==> config.mk <==
export PLATFORM = sky130hd
export DESIGN_NAME = program_loader
export DESIGN_NICKNAME = d
export VERILOG_FILES = /design/src/rtl/loader_pkg.sv /design/src/rtl/program_loader.sv
export SDC_FILE = /design/constraint.sdc
export NUM_CORES = 1
export LEC_CHECK = 0
export CELL_PAD_IN_SITES_DETAIL_PLACEMENT = 0
export CELL_PAD_IN_SITES_GLOBAL_PLACEMENT = 1
export CORE_UTILIZATION = 40
export DETAILED_ROUTE_END_ITERATION = 7
export PLACE_DENSITY = 0.74
export SYNTH_ARGS = -nofsm -noshare
export SYNTH_HDL_FRONTEND = slang
export SYNTH_SLANG_ARGS = --single-unit
==> constraint.sdc <==
create_clock -name clk -period 6 [get_ports clk]
set_input_delay 1.5 -clock clk [delete_from_list [all_inputs] [get_ports clk]]
set_output_delay 1.5 -clock clk [all_outputs]
set_load 0.05 [all_outputs]
==> src/rtl/loader_pkg.sv <==
// rtl/loader_pkg.sv - shared types and constants for the serial program loader
package loader_pkg;

    typedef enum logic [2:0] {
        IDLE,
        LEN_LO,
        LEN_HI,
        DATA,
        CSUM,
        DONE,
        ERROR
    } loader_state_t;

    localparam logic [7:0] LOADER_MAGIC   = 8'hA5;
    localparam int         LOADER_TIMEOUT = 1024;

endpackage

==> src/rtl/program_loader.sv <==
// rtl/program_loader.sv - byte-stream frame loader writing instruction memory and holding the core
module program_loader
    import loader_pkg::*;
#(
    parameter int ADDR_W  = 10,
    parameter int TIMEOUT = LOADER_TIMEOUT
) (
    input  logic              clk,
    input  logic              rst,
    input  logic              rx_valid,
    input  logic [7:0]        rx_data,
    output logic              rx_ready,
    output logic              imem_we,
    output logic [ADDR_W-1:0] imem_addr,
    output logic [31:0]       imem_wdata,
    output logic              core_rst_n,
    output logic              load_done,
    output logic              load_error
);

    localparam int          IDLE_W    = (TIMEOUT > 1) ? $clog2(TIMEOUT) : 1;
    localparam logic [31:0] MAX_WORDS = 32'(1) << ADDR_W;

    loader_state_t state_q;
    loader_state_t state_next;

    logic [15:0]       count_q;
    logic [15:0]       word_idx_q;
    logic [1:0]        byte_idx_q;
    logic [23:0]       word_asm_q;
    logic [7:0]        csum_q;
    logic [IDLE_W-1:0] idle_cnt_q;

    logic        accept;
    logic        in_frame;
    logic        is_magic;
    logic [15:0] len_in;
    logic        last_byte_of_word;
    logic        last_word;
    logic        idle_expired;

    assign accept            = rx_valid && rx_ready;
    assign is_magic          = (rx_data == LOADER_MAGIC);
    assign in_frame          = (state_q == LEN_LO) || (state_q == LEN_HI) ||
                               (state_q == DATA)   || (state_q == CSUM);
    assign len_in            = {rx_data, count_q[7:0]};
    assign last_byte_of_word = (byte_idx_q == 2'd3);
    assign last_word         = (word_idx_q == (count_q - 16'd1));
    assign idle_expired      = in_frame && !accept &&
                               (idle_cnt_q == IDLE_W'(TIMEOUT - 1));

    // The core only runs once a frame has been loaded and its checksum verified.
    assign core_rst_n = (state_q == DONE);

    // State register.
    always_ff @(posedge clk or negedge rst) begin
        if (!rst) begin
            state_q <= IDLE;
        end else begin
            state_q <= state_next;
        end
    end

    // Next-state decode; a stalled source mid-frame overrides any byte-driven move.
    always_comb begin
        state_next = state_q;
        case (state_q)
            IDLE, DONE, ERROR: begin
                if (accept && is_magic) begin
                    state_next = LEN_LO;
                end
            end
            LEN_LO: begin
                if (accept) begin
                    state_next = LEN_HI;
                end
            end
            LEN_HI: begin
                if (accept) begin
                    if ({16'd0, len_in} > MAX_WORDS) begin
                        state_next = ERROR;
                    end else if (len_in == 16'd0) begin
                        state_next = CSUM;
                    end else begin
                        state_next = DATA;
                    end
                end
            end
            DATA: begin
                if (accept && last_byte_of_word && last_word) begin
                    state_next = CSUM;
                end
            end
            CSUM: begin
                if (accept) begin
                    state_next = (rx_data == csum_q) ? DONE : ERROR;
                end
            end
            default: begin
                state_next = IDLE;
            end
        endcase
        if (idle_expired) begin
            state_next = ERROR;
        end
    end

    // Handshake, byte assembly, checksum, idle timer, memory write and status flags.
    always_ff @(posedge clk or negedge rst) begin
        if (!rst) begin
            rx_ready   <= 1'b0;
            imem_we    <= 1'b0;
            imem_addr  <= '0;
            imem_wdata <= '0;
            load_done  <= 1'b0;
            load_error <= 1'b0;
            count_q    <= '0;
            word_idx_q <= '0;
            byte_idx_q <= '0;
            word_asm_q <= '0;
            csum_q     <= '0;
            idle_cnt_q <= '0;
        end else begin
            rx_ready <= 1'b1;
            imem_we  <= 1'b0;

            if (!in_frame || accept) begin
                idle_cnt_q <= '0;
            end else begin
                idle_cnt_q <= idle_cnt_q + IDLE_W'(1);
            end

            case (state_q)
                IDLE, DONE, ERROR: begin
                    if (accept && is_magic) begin
                        load_done  <= 1'b0;
                        load_error <= 1'b0;
                        count_q    <= '0;
                        word_idx_q <= '0;
                        byte_idx_q <= '0;
                        word_asm_q <= '0;
                        csum_q     <= '0;
                    end
                end
                LEN_LO: begin
                    if (accept) begin
                        count_q[7:0] <= rx_data;
                    end
                end
                LEN_HI: begin
                    if (accept) begin
                        count_q[15:8] <= rx_data;
                    end
                end
                DATA: begin
                    if (accept) begin
                        csum_q     <= csum_q + rx_data;
                        byte_idx_q <= byte_idx_q + 2'd1;
                        case (byte_idx_q)
                            2'd0: word_asm_q[7:0]   <= rx_data;
                            2'd1: word_asm_q[15:8]  <= rx_data;
                            2'd2: word_asm_q[23:16] <= rx_data;
                            default: begin
                                imem_we    <= 1'b1;
                                imem_addr  <= word_idx_q[ADDR_W-1:0];
                                imem_wdata <= {rx_data, word_asm_q};
                                word_idx_q <= word_idx_q + 16'd1;
                            end
                        endcase
                    end
                end
                default: begin
                end
            endcase

            // Flags are set only on entry, so the two can never be high together.
            if (state_q == CSUM && state_next == DONE) begin
                load_done <= 1'b1;
            end
            if (state_q != ERROR && state_next == ERROR) begin
                load_error <= 1'b1;
            end
        end
    end

endmodule

# == Word level (Yosys, flattened, before mapping) ==
# Index checks and enable logic that the tools add are counted.
# classes
muxes,37
n_eq_ne,24
magnitude_cmp,1
bitwise,1
addsub,5
n_reduce_logical,36
# op_table
cell,n
16-bit 2-to-1 mux,3
24-bit 2-to-1 mux,2
8-bit 2-to-1 mux,6
24-bit case mux with 2 select lines,1
8-bit case mux with 2 select lines,3
16-bit case mux with 2 select lines,1
3-bit 2-to-1 mux,8
"16-bit by 1-bit adder with 16-bit output, second input constant",1
16-bit equality test,1
"16-bit by 11-bit greater-than comparator with 1-bit output, second input constant",1
16-bit zero test,1
4-bit AND reduction,4
"16-bit by 1-bit subtractor with 16-bit output, second input constant",1
"3-bit equality test, second input constant",5
3-bit case mux with 5 select lines,1
2-bit nonzero test,7
3-bit AND reduction,4
"10-bit by 1-bit adder with 10-bit output, second input constant",1
"10-bit equality test, second input constant",1
10-bit 2-to-1 mux,1
"2-bit inequality test, second input constant",5
8-bit adder,1
8-bit equality test,1
"8-bit equality test, second input constant",1
other kinds (18),43
# totals
elab_cells,120
regBits,125
out_inout_bits,47
in_bits,11

# == Depth between registers and ports, before layout ==
# Gate-level depths: netlist of run 1.
# logic_depth
word_depth,11
mapped_depth,11
depth_no_buf,10

# == Least setup slack after synthesis of run 1 ==
# No wires, ideal clock.
# synth_path
path_type,input-to-reg
start,input port rx_data[6]
end,register word_idx_q[13]
n_path_buf,1
path_stages,9
setup_slack_ns,2.371
t_arrival_ns,3.500
required_time_ns,5.871
setup_time_ns,0.129
cell_sequence,or3_1 > or4_1 > buf_2 > a21o_1 > a211oi_4 > and2b_2 > nand3_1 > xor2_1 > nor2_2
# synth_between
elab_chain_cells,4
# synth_lines
item,line_no,source
"start, declared",program_loader.sv:11,"input logic [7:0] rx_data,"
8-bit equality test,program_loader.sv:43,assign is_magic = (rx_data == LOADER_MAGIC);
1-bit logical AND,program_loader.sv:135,if (accept && is_magic) begin
2-bit inequality test (no source line),n/a,
4-bit AND reduction (no source line),n/a,
"end signal, assigned",program_loader.sv:167,word_idx_q <= word_idx_q + 16'd1;
"end, declared",program_loader.sv:28,logic [15:0] word_idx_q;
# No other way between the ends.
# A chain may end at the register's enable or synchronous reset.

# == Final worst setup path of run 1 ==
# layout_path
start,input port rx_data[6]
end,register word_idx_q[10]
# Same word-level chain as after synthesis.

==> impl_results.md, run 1 <==
* Proportion of layout cells with a drive suffix above 1 at 13.8%
* Setup WS post-layout at 1.58 ns
* Post-layout utilization of the core at 49.7%
* Count of synthesis-stage warnings from yosys at 0
* Total number of H-tree levels at 4
* Power density of the placed cells at 378 mW/mm²
* Post-placement setup slack at 1.16 ns
* Post-synth design cell area at 0.00619 mm²
* Mapped Nets at 649
* Maximum vdd drop at 0.000206 V
* Total routing resource utilization after global routing at 19.9%
* Post-CTS setup buffers at 0
* Worst Tran Pin Value at 1.22 ns
* Number of distinct standard cells referenced by the synthesized netlist at 52
* Clock tree from TritonCTS: done
* Number of port buffers at 57
* Final slew viol count at 0
* Setup violation total in the final timing report at 0
* Fraction of the mapped netlist area in simple logic gates at 21.9%
* Mean number of vias per cell at 5.36
* Signal arrival time at the worst endpoint at 4.70 ns
* Category of the critical setup timing path: in2reg
* Global routing met3 resource utilization at 4.85%
* Hold-fix buffer count after cts at 0
* Mean routed wirelength per cell at 16.9 µm
* Core outline area at 0.0151 mm²
* Depth of the worst hold-timing path at 1
* Family of cells with the greatest summed delay on the critical path: simple AND/OR/NAND/NOR gates
* Post-synth top flop: sky130_fd_sc_hd__dfrtp_1
* Crit start category: primary input
* Largest clock skew in the final design at 0.0157 ns
* Ant. Diodes at 0
* Die area at 0.0160 mm²
* Relative max-transition margin at 17.9%
* Detailed-routing iteration count for the pre-antenna-repair pass at 4
* Result of the run: completed
* Final cell area excluding filler cells at 0.00753 mm²
* Critical path, cell by cell: clkdlybuf4s50_1 > or3_1 > or4_1 > a21oi_4 > nor2_2 > nor3b_2 > nand4_1 > xor2_1 > nor2_1
* Reg2reg start: state_q[0]
* Number of nets in the final layout at 700
* Share of flip-flops with an asynchronous set or reset at 100%
* Slowest Stage Delay on Critical Path at 0.67 ns
* GRT Residual Overflow at 0
* Net switching share of the total power at 33.3%
* Count of cells along the worst register-to-register path at 8
* Internal Power at 1.90 mW
* HP Class: reg2reg
* GRT busiest layer: met2
* Sum of net half-perimeters after detailed placement at 9990 µm
* Static power due to leakage at 3.60 nW
* Met1 usage in global routing at 27.2%
* Multiplexer share of the synthesized area at 8.49%
* Remaining number of nets flagged by the antenna check after routing at 0
* Crit path buf inv count at 1
* Worst Hold Path EP: idle_cnt_q[0]
* Period utilisation layout at 73.6%
* Cell count after synthesis at 622
* Number of buffers created by CTS at 17
* Switching power of the nets at 946 µW
* Worst-case clock buffer depth at 2
* Max FO, Critical Path at 18
* Synth Area in Compound Gates at 6.51%
* Num Clock Sinks at 125
* Wire length of the first global-routing pass at 24300 µm
* Number of synthesized flops with an enable pin at 0
* Area Overhead vs Synth at 21.5%
* Std cell rows at 45
* Min cycle time layout at 4.42 ns
* Unrepaired setup endpoints after global routing: no
* Seq/Total Area, Yosys at 50.5%
* Number of hold-slack violations in the final timing report at 0
* Maximum number of pins on one net before global-route repair at 53
* Area of placed instances at 0.00693 mm²
* Master cell of the clock root buffer: sky130_fd_sc_hd__clkbuf_16
* Number of vias in the routed layout at 4688
* Worst reg-to-reg setup slack at 3.19 ns
* Proportion of power drawn by flip-flops and latches at 39.5%
* Iteration-0 DRC Markers at 299
* Share of total power in combinational logic at 24.3%
* Clk_lat worst skew at 0.42 ns
* Final Wtd Congestion at 0.790
* Adder and majority cell fraction of the synthesized area at 3.35%
* Hold path start: idle_cnt_q[0]
* Fmax at 226 MHz
* Aggregate negative setup slack at 0 ns
* Data required time at the worst endpoint at 6.28 ns
* Max_cap viols at 0
* Worst path slowest cell: sky130_fd_sc_hd__or4_1
* Clock-pin slew on the worst setup and hold paths at 0.06 ns
* I/O pin count at 58
* Via count of the first global-routing pass at 4598
* Area share of xor/xnor cells in the synthesized design at 6.65%
* Portion of total power attributed to the clock network at 36.2%
* Main combinational cell family by area after synthesis: simple AND/OR/NAND/NOR gates
* Die height at 126 µm
* Resized cells post-CTS at 0
* Endpoint type of the worst setup path: register
* Remaining design rule violation count at 0
* Die outline width at 126 µm
* Terminus of the critical flop-to-flop path: word_idx_q[13]
* Number of antenna violations at the first check in global routing at 0
* GRT met2 Usage at 30.8%
* Design Power at 2.84 mW
* Number of synthesized register bits at 125
* Initial cell density of the core at 40.9%
* Mean area per synthesized cell at 9.96 µm²
* Total length of routed wires at 14800 µm
[cell usage after synthesis (2+ instances only)]
| cell type | number | area share [%] |
|---|---|---|
| sky130_fd_sc_hd__nand2_1 | 116 | 7.0 |
| sky130_fd_sc_hd__nor3_1 | 9 | 0.73 |
| sky130_fd_sc_hd__nor2b_1 | 8 | 0.81 |
| sky130_fd_sc_hd__nand3b_1 | 4 | 0.48 |
| sky130_fd_sc_hd__a31oi_1 | 5 | 0.51 |
| sky130_fd_sc_hd__nor2_2 | 2 | 0.20 |
| sky130_fd_sc_hd__nor4_1 | 3 | 0.30 |
| sky130_fd_sc_hd__xnor2_1 | 17 | 2.4 |
| sky130_fd_sc_hd__nor3b_1 | 3 | 0.36 |
| sky130_fd_sc_hd__o31ai_1 | 4 | 0.48 |
| sky130_fd_sc_hd__a21oi_1 | 7 | 0.57 |
| sky130_fd_sc_hd__buf_1 | 5 | 0.30 |
| sky130_fd_sc_hd__a211o_1 | 2 | 0.28 |
| sky130_fd_sc_hd__mux2i_1 | 3 | 0.48 |
| sky130_fd_sc_hd__a22o_1 | 2 | 0.28 |
| sky130_fd_sc_hd__clkbuf_1 | 26 | 1.6 |
| sky130_fd_sc_hd__nand4_1 | 10 | 1.0 |
| sky130_fd_sc_hd__o211ai_1 | 2 | 0.24 |
| sky130_fd_sc_hd__or4_1 | 2 | 0.24 |
| sky130_fd_sc_hd__and3_1 | 10 | 1.0 |
| sky130_fd_sc_hd__mux2_2 | 44 | 8.0 |
| sky130_fd_sc_hd__dfrtp_1 | 125 | 51 |
| sky130_fd_sc_hd__o21ai_0 | 16 | 1.3 |
| sky130_fd_sc_hd__and2_1 | 2 | 0.20 |
| sky130_fd_sc_hd__xor2_1 | 30 | 4.2 |
| sky130_fd_sc_hd__inv_1 | 10 | 0.61 |
| sky130_fd_sc_hd__o22ai_1 | 3 | 0.30 |
| sky130_fd_sc_hd__a21o_1 | 6 | 0.73 |
| sky130_fd_sc_hd__nor2_1 | 40 | 2.4 |
| sky130_fd_sc_hd__or3_1 | 6 | 0.61 |
| sky130_fd_sc_hd__ha_1 | 15 | 3.0 |
| sky130_fd_sc_hd__nand3_1 | 65 | 5.3 |
[worst reg2reg max path, cell delays in order, from the launching register on]
cell and delay [ns]:
sky130_fd_sc_hd__dfrtp_1 0.64, sky130_fd_sc_hd__nand2_1 0.21, sky130_fd_sc_hd__nor2_1 0.37, sky130_fd_sc_hd__nand2_1 0.44
sky130_fd_sc_hd__a211oi_4 0.48, sky130_fd_sc_hd__and2b_2 0.24, sky130_fd_sc_hd__nand3_1 0.09, sky130_fd_sc_hd__xor2_1 0.17
sky130_fd_sc_hd__nor2_2 0.04
[power by group through the flow]
stage / Combinational [mW] / Sequential, mW / Clock [mW]
final: 0.691 / 1.12 / 1.03
after floorplan: 0.541 / 1.10 / 0
after CTS: 0.692 / 1.12 / 1.05
after global routing: 0.788 / 1.15 / 1.09
after detailed placement: 0.686 / 1.14 / 0
after global placement: 0.668 / 1.13 / 0
[cell families after synthesis]
logic type | Yosys count
muxes | 47
xor gates and xnor gates | 47
DFF | 125
and+or+nand+nor | 287
buffers and inverters | 42
other | 1
adders and majority gates | 16
AOI/OAI and AO/OA | 57
[placed cells by master, fill, tap and decap left out, drive strengths merged, types with 2 or more instances in the layout]
master	Yosys	final
dfrtp	125	125
nand2	116	116
nand3	65	65
clkdlybuf4s50	0	56
mux2	44	44
nor2	42	42
xor2	30	30
clkbuf	26	19
xnor2	17	17
o21ai	16	16
ha	15	15
inv	10	15
and3	10	10
nand4	10	10
nor3	9	9
nor2b	8	8
buf	6	8
a21oi	8	8
a21o	6	6
or3	6	6
a31oi	5	5
nand3b	4	4
o31ai	4	4
clkinv	0	4
nor3b	4	4
nor4	4	4
mux2i	3	3
o22ai	3	3
o211ai	2	2
a211o	2	2
and2	2	2
or4	2	2
a22o	2	2
bufinv	0	2
clkinvlp	0	2
[through the flow]
step	instances	hold WS [ns]
floorplan	622	0.455
detailed placement	842	0.485
global route	874	0.505
finish	874	0.488
CTS	874	0.493
global placement	842	0.472
[cell type report]
type / instances / area (µm²)
Fill cell: 1387 / 7620
Sequential cell: 125 / 3130
Multi-Input combinational cell: 455 / 2910
Timing Repair Buffer: 64 / 621
Clock buffer: 19 / 443
Tap cell: 188 / 235
Clock inverter: 13 / 154
Inverter: 10 / 37.5
[worst max path at each step]
stage          depth (start not counted)             end  slack [ns]  startpoint
2_1_floorplan                          9  word_idx_q[13]        2.37  rx_data[6]
3_3_place_gp                           9  word_idx_q[14]        1.21  rx_data[6]
3_5_place_dp                           9  word_idx_q[14]        1.16  rx_data[6]
4_1_cts                                9  word_idx_q[14]        1.60  rx_data[6]
5_1_grt                                9  word_idx_q[10]        1.43  rx_data[6]
6_report                               9  word_idx_q[10]        1.58  rx_data[6]
[flip-flops by register name, summed over array words and instances, names as in the netlist, 2 cells and up]
name and count:
count_q 16, word_asm_q 24, word_idx_q 16, idle_cnt_q 10
state_q 3, imem_wdata 32, csum_q 8, imem_addr 10
byte_idx_q 2
[metal layers]
layer,vias up,routed length [µm]
met3,12,559
met2,99,7000
met5,-,0
li1,2239,-
met1,2338,7070
met4,0,169
No activity file was read; power rests on OpenSTA's default activity.
==> inputs of run 2 (changes only) <==
==> constraint.sdc (replaced) <==
create_clock -name clk -period 4.55 [get_ports clk]
set_input_delay 1.1375 -clock clk [delete_from_list [all_inputs] [get_ports clk]]
set_output_delay 1.1375 -clock clk [all_outputs]
set_load 0.05 [all_outputs]
==> impl_results.md, run 2 (synthesis results as in run 1) <==
* Resized cells post-CTS at 0 (unchanged)
* Worst Tran Pin Value at 1.11 ns (-0.115 ns)
* Iteration-0 DRC Markers at 293 (-2.0%)
* Setup violation total in the final timing report at 0 (unchanged)
* Max FO, Critical Path at 7 (-11)
* Clk_lat worst skew at 0.42 ns (about the same)
* Area Overhead vs Synth at 23.0%
* Std cell rows at 45 (unchanged)
* Largest clock skew in the final design at 0.00882 ns (-0.00689 ns)
* Clock-pin slew on the worst setup and hold paths at 0.05 ns (about the same)
* Ant. Diodes at 0 (unchanged)
* Maximum vdd drop at 0.000309 V (+50%)
* I/O pin count at 58 (unchanged)
* HP Class: reg2reg
* Num Clock Sinks at 125 (unchanged)
* Terminus of the critical flop-to-flop path: state_q[2]
* Reg2reg start: count_q[0]
* Remaining design rule violation count at 0 (unchanged)
* Number of hold-slack violations in the final timing report at 0 (unchanged)
* Post-CTS setup buffers at 0 (unchanged)
* Remaining number of nets flagged by the antenna check after routing at 0 (unchanged)
* Final slew viol count at 0 (unchanged)
* Count of cells along the worst register-to-register path at 8 (unchanged)
* Fmax at 279 MHz
* Power density of the placed cells at 502 mW/mm² (+33%)
* Number of buffers created by CTS at 17 (unchanged)
* Master cell of the clock root buffer: sky130_fd_sc_hd__clkbuf_16
* Most frequent standard cell in the layout excluding fill and tap cells: sky130_fd_sc_hd__dfrtp_1
* Critical path, cell by cell: clkdlybuf4s50_1 > or3_1 > or4_1 > a21o_1 > a211oi_4 > and2b_2 > nand3_1 > xor2_1 > nor2_2
* Crit path to: word_idx_q[13]
* Detailed-routing iteration count for the pre-antenna-repair pass at 5 (+1)
* Total number of H-tree levels at 4 (unchanged)
* Proportion of layout cells with a drive suffix above 1 at 14.5% (+0.60 points)
* Endpoint type of the worst setup path: register
* Signal arrival time at the worst endpoint at 3.88 ns (-0.82 ns)
* Worst reg-to-reg setup slack at 1.76 ns (-1.43 ns)
* Top reg by flops: imem_wdata
* Portion of total power attributed to the clock network at 37.7% (+1.5 points)
* Final Wtd Congestion at 0.831 (+5.2%)
* Switching power of the nets at 1.22 mW (+29%)
* Initial cell density of the core at 40.9% (unchanged)
* Die area at 0.0160 mm² (unchanged)
* Unrepaired setup endpoints after global routing: no
* Regs by FF count: imem_wdata: 32 flops, word_asm_q: 24 flops
* Worst path slowest cell: sky130_fd_sc_hd__or4_1
* Sum of net half-perimeters after detailed placement at 9980 µm (-0.19%)
* Share of total power in combinational logic at 23.6% (-0.7 points)
* Worst-case clock buffer depth at 2 (unchanged)
* Crit start category: primary input
* Commonest non-fill, non-tap cells in the layout: sky130_fd_sc_hd__dfrtp_1 (125), sky130_fd_sc_hd__nand2_1 (115), sky130_fd_sc_hd__nand3_1 (65)
* Min cycle time layout at 3.58 ns
* Wire length of the first global-routing pass at 24100 µm (-0.82%)
* Post-layout utilization of the core at 50.3% (+0.61 points)
* Category of the critical setup timing path: in2reg
* Maximum number of pins on one net before global-route repair at 66 (+25%)
* Flip-flop count of the largest register, all copies and words added at 32 (unchanged)
* GRT Residual Overflow at 0 (unchanged)
* Hold-fix buffer count after cts at 0 (unchanged)
* Total length of routed wires at 14400 µm (-2.8%)
* Number of nets in the final layout at 706 (+0.86%)
* Via count of the first global-routing pass at 4696 (+2.1%)
* Data required time at the worst endpoint at 4.85 ns (-1.43 ns)
* Start point of the critical path: rx_data[4]
* Result of the run: completed
* Worst hold slack at 0.487 ns (-0.000322 ns)
* Crit path buf inv count at 1 (unchanged)
* Proportion of power drawn by flip-flops and latches at 38.7% (-0.8 points)
* Period utilisation layout at 78.8%
* Number of vias in the routed layout at 4656 (-0.68%)
* Total routing resource utilization after global routing at 19.5% (-0.39 points)
* Relative max-transition margin at 25.6% (+7.7 points)
* Number of port buffers at 57 (unchanged)
* Clock tree from TritonCTS: done
* Die outline width at 126 µm (unchanged)
* Core outline area at 0.0151 mm² (unchanged)
* Number of cells on the critical path at 9 (unchanged)
* Family of cells with the greatest summed delay on the critical path: simple AND/OR/NAND/NOR gates
* Internal Power at 2.61 mW (+37%)
* Static power due to leakage at 3.64 nW (+1.1%)
* Net switching share of the total power at 31.8% (-1.5 points)
* Die height at 126 µm (unchanged)
* Mean number of vias per cell at 5.29 (-1.4%)
* Aggregate negative setup slack at 0 ns (unchanged)
* Mean routed wirelength per cell at 16.3 µm (-3.4%)
* Slowest Stage Delay on Critical Path at 0.67 ns (about the same)
* Max_cap viols at 0 (unchanged)
* Number of antenna violations at the first check in global routing at 0 (unchanged)
## run 2: cell count changes in the layout (fill, tap and decap cells not counted), sizes merged
cell,change
clkbuf,+1
inv,-3
clkinvlp,+2
clkinv,-2
buf,+6
bufinv,+2
## run 2: final cells by class
class,instances,area [µm²]
timing repair buffer,70,678
tap,188,235
clock buffer,20,447
sequential,125,3130
inverter,10,37.5
fill,1343,7530
clock inverter,12,185
multi-input combinational,455,2910
## run 2: worst register-to-register path: stages (launching register included)
cell and delay [ns]:
sky130_fd_sc_hd__dfrtp_1 0.41, sky130_fd_sc_hd__nor3_1 0.69, sky130_fd_sc_hd__nand3_1 0.32, sky130_fd_sc_hd__xnor2_1 0.20, sky130_fd_sc_hd__o221a_2 0.25, sky130_fd_sc_hd__o22ai_1 0.15
sky130_fd_sc_hd__nand4_1 0.22, sky130_fd_sc_hd__or3_1 0.41, sky130_fd_sc_hd__nand2_1 0.08
## run 2: worst min-delay path by stage
| stage | start | end | slack (ns) | depth (start not counted) |
|---|---|---|---|---|
| finish | idle_cnt_q[0] | idle_cnt_q[0] | 0.49 | 1 |
| CTS | idle_cnt_q[0] | idle_cnt_q[0] | 0.49 | 1 |
| detailed placement | idle_cnt_q[0] | idle_cnt_q[0] | 0.48 | 1 |
| global route | idle_cnt_q[0] | idle_cnt_q[0] | 0.52 | 1 |
| floorplan | idle_cnt_q[0] | idle_cnt_q[0] | 0.45 | 1 |
| global placement | idle_cnt_q[0] | idle_cnt_q[0] | 0.47 | 1 |
## run 2: metrics by stage
step | power (mW) | setup slack [ns] | std cells | area, µm²
after floorplan | 2.16 | 1.28 | 622 | 6190
after global placement | 2.37 | 0.569 | 848 | 6990
after detailed placement | 2.40 | 0.528 | 848 | 6990
after CTS | 3.85 | 0.965 | 880 | 7620
after global routing | 4.06 | 0.872 | 880 | 7620
final | 3.82 | 0.967 | 880 | 7620
## run 2: power groups by stage
stage	clock (mW)	sequential (mW)	combinational [mW]
floorplan	0	1.44	0.713
global placement	0	1.49	0.883
detailed placement	0	1.50	0.902
CTS	1.47	1.48	0.908
global route	1.52	1.51	1.03
finish	1.44	1.48	0.904
## run 2: routing by layer
layer | vias up | part of all wire (%) | global-route usage, %
met5 | - | 0 | 0
met4 | 0 | 1.7 | 7.51
met3 | 17 | 3.3 | 3.84
met2 | 80 | 47 | 31.3
met1 | 2302 | 48 | 26.0
li1 | 2257 | - | -
==> inputs of run 3 (changes only) <==
==> constraint.sdc (replaced) <==
create_clock -name clk -period 3.53 [get_ports clk]
set_input_delay 0.8825 -clock clk [delete_from_list [all_inputs] [get_ports clk]]
set_output_delay 0.8825 -clock clk [all_outputs]
set_load 0.05 [all_outputs]
==> impl_results.md, run 3 (synthesis results as in run 1) <==
* Result of the run: completed
* Sum of net half-perimeters after detailed placement at 10300 µm (+3.6%)
* Fmax at 327 MHz
* Maximum vdd drop at 0.000381 V (+23%)
* Final slew viol count at 0 (unchanged)
* Unrepaired setup endpoints after global routing: no
* Static power due to leakage at 3.67 nW (+0.92%)
* Number of hold-slack violations in the final timing report at 0 (unchanged)
* Clock tree from TritonCTS: done
* Most frequent standard cell in the layout excluding fill and tap cells: sky130_fd_sc_hd__dfrtp_1
* Maximum number of pins on one net before global-route repair at 80 (+21%)
* Met1 usage in global routing at 25.5% (-0.52 points)
* Post-CTS setup buffers at 0 (unchanged)
* Std cell rows at 45 (unchanged)
* HP Class: in2async
* Die outline width at 126 µm (unchanged)
* Aggregate negative setup slack at 0 ns (unchanged)
* GRT met2 Usage at 32.2% (+0.94 points)
* Area Overhead vs Synth at 23.4%
* Commonest non-fill, non-tap cells in the layout: sky130_fd_sc_hd__dfrtp_1 (125), sky130_fd_sc_hd__nand2_1 (115), sky130_fd_sc_hd__nand3_1 (65)
* Count of cells along the worst register-to-register path at 8 (unchanged)
* Worst-case clock buffer depth at 2 (unchanged)
* Hold-fix buffer count after cts at 0 (unchanged)
* Die area at 0.0160 mm² (unchanged)
* Global routing met3 resource utilization at 4.09% (+0.25 points)
* Core outline area at 0.0151 mm² (unchanged)
* Initial cell density of the core at 40.9% (unchanged)
* Iteration-0 DRC Markers at 242 (-17%)
* Endpoint type of the worst setup path: register
* Proportion of layout cells with a drive suffix above 1 at 16.1% (+1.6 points)
* Critical path, cell by cell: clkdlybuf4s50_1 > or3_1 > or4_1 > buf_4 > a21oi_4 > nor2_2 > nor3b_2 > nand4_1 > xor2_1 > nor2_1
* Mean routed wirelength per cell at 16.5 µm (+0.65%)
* Period utilisation layout at 86.6%
* Total routing resource utilization after global routing at 19.7% (+0.23 points)
* Max_cap viols at 0 (unchanged)
* Detailed-routing iteration count for the pre-antenna-repair pass at 4 (-1)
* Number of port buffers at 57 (unchanged)
* Die height at 126 µm (unchanged)
* Largest clock skew in the final design at 0.00630 ns (-0.00252 ns)
* Final Wtd Congestion at 0.821 (-1.1%)
* Master cell of the clock root buffer: sky130_fd_sc_hd__clkbuf_16
* Remaining number of nets flagged by the antenna check after routing at 0 (unchanged)
* Signal arrival time at the worst endpoint at 3.36 ns (-0.52 ns)
* Worst reg-to-reg setup slack at 0.72 ns (-1.04 ns)
* Clock-pin slew on the worst setup and hold paths at 0.06 ns (about the same)
* Relative max-transition margin at 55.2% (+30 points)
* I/O pin count at 58 (unchanged)
* Clk_lat worst skew at 0.43 ns (about the same)
* Setup violation total in the final timing report at 0 (unchanged)
* Num Clock Sinks at 125 (unchanged)
* Flip-flop count of the largest register, all copies and words added at 32 (unchanged)
* Total number of H-tree levels at 4 (unchanged)
* Slowest Stage Delay on Critical Path at 0.55 ns (-0.12 ns)
* Number of nets in the final layout at 717 (+1.6%)
* Worst hold slack at 0.463 ns (-0.0244 ns)
* Worst path slowest cell: sky130_fd_sc_hd__or4_1
* Max FO, Critical Path at 6 (-1)
* Resized cells post-CTS at 0 (unchanged)
* Terminus of the critical flop-to-flop path: state_q[2]
* Data required time at the worst endpoint at 3.84 ns (-1.01 ns)
* Worst Tran Pin Value at 0.671 ns (-0.437 ns)
* Crit start category: primary input
* Total length of routed wires at 14700 µm (+1.9%)
* Min cycle time layout at 3.06 ns
* Post-layout utilization of the core at 50.5% (+0.15 points)
* GRT busiest layer: met2
* Number of antenna violations at the first check in global routing at 0 (unchanged)
* Wire length of the first global-routing pass at 24300 µm (+0.69%)
* Category of the critical setup timing path: in2reg
* Remaining design rule violation count at 0 (unchanged)
* Number of buffers created by CTS at 17 (unchanged)
* Reg2reg start: count_q[3]
* Mean number of vias per cell at 5.30 (+0.10%)
* Via count of the first global-routing pass at 4760 (+1.4%)
* Top reg by flops: imem_wdata
* Number of vias in the routed layout at 4719 (+1.4%)
* Regs by FF count: imem_wdata: 32 flops, word_asm_q: 24 flops
* GRT Residual Overflow at 0 (unchanged)
* Ant. Diodes at 0 (unchanged)
* Power density of the placed cells at 626 mW/mm² (+25%)
run 3: per-layer routing:
metal | up-vias | wire length, µm | part of all wire, %
li1 | 2280 | - | -
met1 | 2333 | 6840 | 47
met2 | 79 | 7100 | 48
met3 | 27 | 427 | 2.9
met4 | 0 | 288 | 2.0
met5 | - | 0 | 0
run 3: where the power goes:
group | total [mW] | internal, mW | switching (mW)
sequential | 1.90 | 1.65 | 0.258
combinational | 1.19 | 0.527 | 0.666
clock | 1.69 | 0.997 | 0.691
total | 4.79 | 3.17 | 1.62
run 3: how the worst max path moves through the flow:
stage | slack [ns] | endpoint | cells after the start | from
6_report | 0.47 | word_idx_q[10] | 10 | rx_data[4]
2_1_floorplan | 0.52 | word_idx_q[13] | 9 | rx_data[6]
3_5_place_dp | 0.03 | word_idx_q[10] | 10 | rx_data[4]
5_1_grt | 0.36 | word_idx_q[10] | 10 | rx_data[4]
3_3_place_gp | 0.06 | word_idx_q[14] | 10 | rx_data[4]
4_1_cts | 0.47 | word_idx_q[10] | 10 | rx_data[4]
run 3: worst max-delay path: cells and delay by family:
family          cells  cell delay (ns)
simple gates        6             1.53
compound gates      1             0.12
buf+inv             2             0.65
xor+xnor            1             0.18
run 3: layout make-up:
cell class              count  area, µm²
flip-flops and latches    125       3130
clock inverters            14        133
clock buffers              18        439
multi-input cells         455       2910
fillers                  1382       7500
repair buffers             81        761
well taps                 188        235
inverters                  10       37.5
run 3: stage by stage:
stage,total power [mW],cell area [µm²],setup slack (ns),instances
after floorplan,2.78,6190,0.518,622
after global placement,3.07,7070,0.0602,859
after detailed placement,3.11,7070,0.0270,859
after CTS,4.81,7640,0.467,891
after global routing,5.06,7640,0.361,891
final,4.79,7640,0.474,891
